[src/rtl/uart_cmd_ctrl.sv]
// rtl/uart_cmd_ctrl.sv - framed command parser between uart_rx and the player
module uart_cmd_ctrl #(
    parameter int CLOCK_RATE = 100000000,
    parameter int TIMEOUT_US = 1000,
    parameter int MAX_LEN    = 4
) (
    input  logic        i_CLK,
    input  logic        i_RST_N,
    input  logic        i_RX_READY,
    input  logic [7:0]  i_RX_DATA,
    output logic        o_CMD_VALID,
    input  logic        i_CMD_ACK,
    output logic [7:0]  o_CMD,
    output logic [2:0]  o_LEN,
    output logic [31:0] o_ARG,
    output logic        o_ERR_CKSUM,
    output logic        o_ERR_LEN,
    output logic        o_ERR_TIMEOUT,
    output logic        o_ERR_OVERRUN,
    output logic        o_BUSY
);

    localparam logic [31:0] TIMEOUT_CLKS = 32'((CLOCK_RATE / 1000000) * TIMEOUT_US);
    localparam logic [7:0]  MAX_LEN_B    = 8'(MAX_LEN);
    localparam logic [7:0]  SYNC_BYTE    = 8'hA5;

    typedef enum logic [2:0] {
        S_IDLE,
        S_CMD,
        S_LEN,
        S_ARG,
        S_CKSUM,
        S_PRESENT
    } state_t;

    state_t      state;
    state_t      state_nxt;
    logic        ready_d;
    logic        byte_stb;
    logic [7:0]  acc;
    logic [2:0]  idx;
    logic [31:0] tmo_cnt;
    logic        counting;
    logic        tmo_hit;
    logic        arg_last;

    logic        err_cksum_nxt;
    logic        err_len_nxt;
    logic        err_tmo_nxt;
    logic        err_ovr_nxt;
    logic        valid_set;
    logic        valid_clr;

    // READY is a level from uart_rx; only its rising edge marks a new byte
    assign byte_stb = i_RX_READY & ~ready_d;
    assign counting = (state == S_CMD) | (state == S_LEN) | (state == S_ARG) | (state == S_CKSUM);
    // A byte arriving on the very last count still wins over the timeout
    assign tmo_hit  = counting & ~byte_stb & (tmo_cnt == TIMEOUT_CLKS - 32'd1);
    assign arg_last = ((idx + 3'd1) == o_LEN);
    assign o_BUSY   = (state != S_IDLE);

    // State register
    always_ff @(posedge i_CLK or negedge i_RST_N) begin
        if (!i_RST_N) begin
            state <= S_IDLE;
        end else begin
            state <= state_nxt;
        end
    end

    // Next-state decode: packet framing plus timeout abort
    always_comb begin
        state_nxt = state;
        case (state)
            S_IDLE: begin
                if (byte_stb && (i_RX_DATA == SYNC_BYTE)) begin
                    state_nxt = S_CMD;
                end
            end
            S_CMD: begin
                if (byte_stb) begin
                    state_nxt = S_LEN;
                end else if (tmo_hit) begin
                    state_nxt = S_IDLE;
                end
            end
            S_LEN: begin
                if (byte_stb) begin
                    if (i_RX_DATA > MAX_LEN_B) begin
                        state_nxt = S_IDLE;
                    end else if (i_RX_DATA == 8'd0) begin
                        state_nxt = S_CKSUM;
                    end else begin
                        state_nxt = S_ARG;
                    end
                end else if (tmo_hit) begin
                    state_nxt = S_IDLE;
                end
            end
            S_ARG: begin
                if (byte_stb) begin
                    if (arg_last) begin
                        state_nxt = S_CKSUM;
                    end
                end else if (tmo_hit) begin
                    state_nxt = S_IDLE;
                end
            end
            S_CKSUM: begin
                if (byte_stb) begin
                    state_nxt = (i_RX_DATA == acc) ? S_PRESENT : S_IDLE;
                end else if (tmo_hit) begin
                    state_nxt = S_IDLE;
                end
            end
            S_PRESENT: begin
                if (i_CMD_ACK) begin
                    state_nxt = S_IDLE;
                end
            end
            default: state_nxt = S_IDLE;
        endcase
    end

    // Output decode: error pulses and valid set/clear for this cycle
    always_comb begin
        err_cksum_nxt = 1'b0;
        err_len_nxt   = 1'b0;
        err_tmo_nxt   = tmo_hit;
        err_ovr_nxt   = 1'b0;
        valid_set     = 1'b0;
        valid_clr     = 1'b0;
        case (state)
            S_LEN: begin
                err_len_nxt = byte_stb & (i_RX_DATA > MAX_LEN_B);
            end
            S_CKSUM: begin
                err_cksum_nxt = byte_stb & (i_RX_DATA != acc);
                valid_set     = byte_stb & (i_RX_DATA == acc);
            end
            S_PRESENT: begin
                // A byte here is dropped, even if the ack lands in the same cycle
                err_ovr_nxt = byte_stb;
                valid_clr   = i_CMD_ACK;
            end
            default: ;
        endcase
    end

    // Datapath: byte edge detect, checksum, argument packing, timeout counter, registered outputs
    always_ff @(posedge i_CLK or negedge i_RST_N) begin
        if (!i_RST_N) begin
            ready_d       <= 1'b1;
            acc           <= 8'd0;
            idx           <= 3'd0;
            tmo_cnt       <= 32'd0;
            o_CMD_VALID   <= 1'b0;
            o_CMD         <= 8'd0;
            o_LEN         <= 3'd0;
            o_ARG         <= 32'd0;
            o_ERR_CKSUM   <= 1'b0;
            o_ERR_LEN     <= 1'b0;
            o_ERR_TIMEOUT <= 1'b0;
            o_ERR_OVERRUN <= 1'b0;
        end else begin
            ready_d       <= i_RX_READY;
            o_ERR_CKSUM   <= err_cksum_nxt;
            o_ERR_LEN     <= err_len_nxt;
            o_ERR_TIMEOUT <= err_tmo_nxt;
            o_ERR_OVERRUN <= err_ovr_nxt;
            tmo_cnt       <= (counting && !byte_stb) ? tmo_cnt + 32'd1 : 32'd0;

            if (valid_set) begin
                o_CMD_VALID <= 1'b1;
            end else if (valid_clr) begin
                o_CMD_VALID <= 1'b0;
            end

            if (byte_stb) begin
                case (state)
                    S_IDLE: begin
                        if (i_RX_DATA == SYNC_BYTE) begin
                            o_ARG <= 32'd0;
                            idx   <= 3'd0;
                            acc   <= 8'd0;
                        end
                    end
                    S_CMD: begin
                        o_CMD <= i_RX_DATA;
                        acc   <= i_RX_DATA;
                    end
                    S_LEN: begin
                        acc <= acc ^ i_RX_DATA;
                        if (i_RX_DATA <= MAX_LEN_B) begin
                            o_LEN <= i_RX_DATA[2:0];
                        end
                    end
                    S_ARG: begin
                        o_ARG[{idx[1:0], 3'b000} +: 8] <= i_RX_DATA;
                        acc <= acc ^ i_RX_DATA;
                        idx <= idx + 3'd1;
                    end
                    default: ;
                endcase
            end
        end
    end

endmodule

[config.mk]
export PLATFORM = sky130hd
export DESIGN_NAME = uart_cmd_ctrl
export DESIGN_NICKNAME = d
export VERILOG_FILES = /design/src/rtl/uart_cmd_ctrl.sv
export SDC_FILE = /design/constraint.sdc
export NUM_CORES = 1
export LEC_CHECK = 0
export ABC_AREA = 1
export ABC_CLOCK_PERIOD_IN_PS = 2650
export CAP_MARGIN = 20
export CELL_PAD_IN_SITES_DETAIL_PLACEMENT = 0
export CELL_PAD_IN_SITES_GLOBAL_PLACEMENT = 1
export CORE_ASPECT_RATIO = 0.7
export CORE_MARGIN = 2
export CORE_UTILIZATION = 41
export DETAILED_ROUTE_END_ITERATION = 8
export PLACE_DENSITY_LB_ADDON = 0.1
export SYNTH_ARGS = -nofsm -noshare
export SYNTH_HDL_FRONTEND = slang
export SYNTH_SLANG_ARGS = --single-unit
export TNS_END_PERCENT = 50
[constraint.sdc]
create_clock -name i_CLK -period 2.65 [get_ports i_CLK]
set_input_delay 0.6625 -clock i_CLK [delete_from_list [all_inputs] [get_ports i_CLK]]
set_output_delay 0.6625 -clock i_CLK [all_outputs]
set_load 0.02 [all_outputs]
==> results.ini, run 1 <==
[logic_synthesis]
synth_ff_type = dfrtp_1
ys_seq_area_share_pct = 47.2
yosys_warnings = 0
synth_edf_count = 0
ys_seq_elements = 95
synth_cell_types = 39
synth_area_um2 = 5030
yosysTopAreaCellShare_pct = 46.7
synth_top_area_cell = dfrtp_1
avgSynthCellArea_um2 = 7.85
async_flop_share_pct = 100
synth_cells = 641
synth_area_leaders = dfrtp_1, nand2_1, inv_1
syn_nets = 659

[timing]
worst_pin_slew_ns = 0.593
hold_slack_ns = 0.264
finalHoldViolCount = 0
fin_crit_sh_pct = 91.1
tns_ns = 0
clock_skew_ns = 0.00642
drv_slew = 0
max_freq_mhz = 414
rsz0062_at_grt = no
finalSetupViolCount = 0
fin_crit_ns = 2.41
slew_headroom_pct = 60.1

[power_and_ir_drop]
power_leakage_nw = 2.87
powerDensity_nw_per_um2 = 873
max-vdd-ir-drop_mv = 0.554

[finish]
diodes = 0
layout-drive-gt1-share_pct = 9.58
nets = 744
fillers = 1101
fin_cells = 888
syn_to_final_growth_pct = 24.8
final_core_util_pct = 53.0
postLayoutCellArea_um2 = 6280

[setup_path]
path_cells = inv_1, nand2_2, clkdlybuf4s50_1
worstPathRequired_ns = 1.99
crit_type = reg2out
rr_worst_depth = 10
r2r-end = tmo_cnt[20]
worst_path_dominant_cell_family = buffers and inverters
crit_path_end_kind = output pin
cp_max_fo = 7
worstPathArrival_ns = 1.75
r2r_start = tmo_cnt[0]
critPathSlowestCell = clkdlybuf4s50_1
cp-start-kind = flop
critical-path-max-stage-delay_ns = 0.63
rrSetupSlack_ns = 0.44
critical_path_buf_inv_count = 2

[clock_tree]
path_clk_slew_ns = 0.07
clk_path_buf_depth = 2
clock_sinks = 95
cts_tree = built
root_buffer = clkbuf_16
cts_max_level = 3
clk_latency_ns = 0.34
cts_resized = 0
cts_inserted_buffers = 9
cts_setup_buffers = 0
hold_buffers = 0

[job]
cap_violations = 0

[run_status]
outcome = finished clean

[floorplanning]
ios = 61
rows = 33
core_area_um2 = 11900
dieWidth_um = 136
die-area_um2 = 13200
die_height_um = 96.7
initial_utilization_pct = 42.5

[placement]
dp.cells = 872
gp_congestion = 0.913
io_buffer_count = 60
place_hpwl_um = 10600
place_area_um2 = 5960

[global_routing]
grt_antenna_before_repair = 0
grt_max_degree = 44
grt_pass1_vias = 4109
grt_util_all_layers_pct = 22.2
overflow = 0
grt_pass1_wl_um = 22500

[route]
viasPerCell = 5.13
drc = 0
routed_wl_um = 13900
first_iter_violations = 456
vias = 4557
wire_per_inst_um = 15.7
drtAntennaViolNets = 0
drt_pass1_iterations = 5

[hold_path]
holdCritPathClass = in2async

[power breakdown]
part | switching, mW | internal (mW) | total, mW
sequential | 0.205 | 1.75 | 1.96
clock | 0.577 | 0.835 | 1.41
combinational | 1.31 | 0.805 | 2.11
[placed cells by master, fill, tap and decap left out, types with 22 or more instances in the layout]
cell type / n
a21oi_1: 22
nor3_1: 26
nand3_1: 54
dfrtp_1: 94
nor2_1: 76
o21ai_0: 39
buf_4: 24
nand2_1: 150
inv_1: 79
clkdlybuf4s50_1: 59
[layout make-up]
class / instances / area, um^2 / area share, %
clock buffers: 10 / 229 / 3.65
clock inverters: 6 / 93.8 / 1.49
inverters: 85 / 319 / 5.08
multi-input cells: 451 / 2270 / 36.2
flip-flops and latches: 95 / 2380 / 37.9
well taps: 157 / 196 / 3.13
repair buffers: 84 / 791 / 12.6
[state kept, by name, indices dropped and copies added, names as in the netlist]
signal / flops
o_LEN: 3
o_ERR_LEN: 1
o_ARG: 32
o_ERR_TIMEOUT: 1
ready_d: 1
o_CMD_VALID: 1
acc: 8
tmo_cnt: 32
idx: 3
o_CMD: 8
o_ERR_OVERRUN: 1
o_ERR_CKSUM: 1
state: 3
[through the flow]
stage	setup slack [ns]	power, mW
after floorplan	0.582	3.28
after global placement	0.0357	4.07
after detailed placement	0.0223	4.07
after CTS	0.237	5.51
after global routing	0.0956	5.84
final	0.237	5.48
[logic make-up after synthesis]
| kind of cell | after synthesis | synth area share (%) |
|---|---|---|
| XOR/XNOR | 18 | 3.13 |
| flip-flops | 95 | 47.2 |
| adder cells (fa/ha/maj) | 6 | 1.49 |
| multiplexers | 8 | 1.79 |
| AO/OA/AOI/OAI | 82 | 9.37 |
| buffers and inverters | 95 | 7.60 |
| AND/OR/NAND/NOR | 337 | 29.4 |
[worst max-delay path by stage]
stage | start | to | slack, ns | depth (start not counted)
after floorplan | idx[0] | o_ARG[16] | 0.58 | 6
after global placement | i_RX_READY | o_ARG[27] | 0.04 | 8
after detailed placement | i_RX_READY | o_ARG[6] | 0.02 | 8
after CTS | state[2] | o_BUSY | 0.24 | 3
after global routing | i_RX_DATA[4] | o_ARG[6] | 0.1 | 10
final | state[2] | o_BUSY | 0.24 | 3
[per-layer routing]
metal  routed length, um  GRT usage [%]  vias up
met4                 114           3.85        0
met2                5040           25.6      182
li1                    -              -     2247
met1                7440           38.5     2117
met5                   0              0        -
met3                1350           6.92       11
[Yosys cell counts, types with 4 or more instances]
cell type and count:
nand2_1 150, dfrtp_1 94, inv_1 79, nor2_1 76, nand3_1 54, o21ai_0 39
nor3_1 26, a21oi_1 22, xor2_1 14, nand4_1 9, o22ai_1 9, mux2_2 8
ha_1 6, xnor2_1 4
No activity file was read; power rests on OpenSTA's default activity.
==> run 2: changes to the inputs <==
Settings changed: SLEW_MARGIN set to 20.
==> results of run 2 <==
The final DEF is identical to that of run 1; final timing and power are the same.
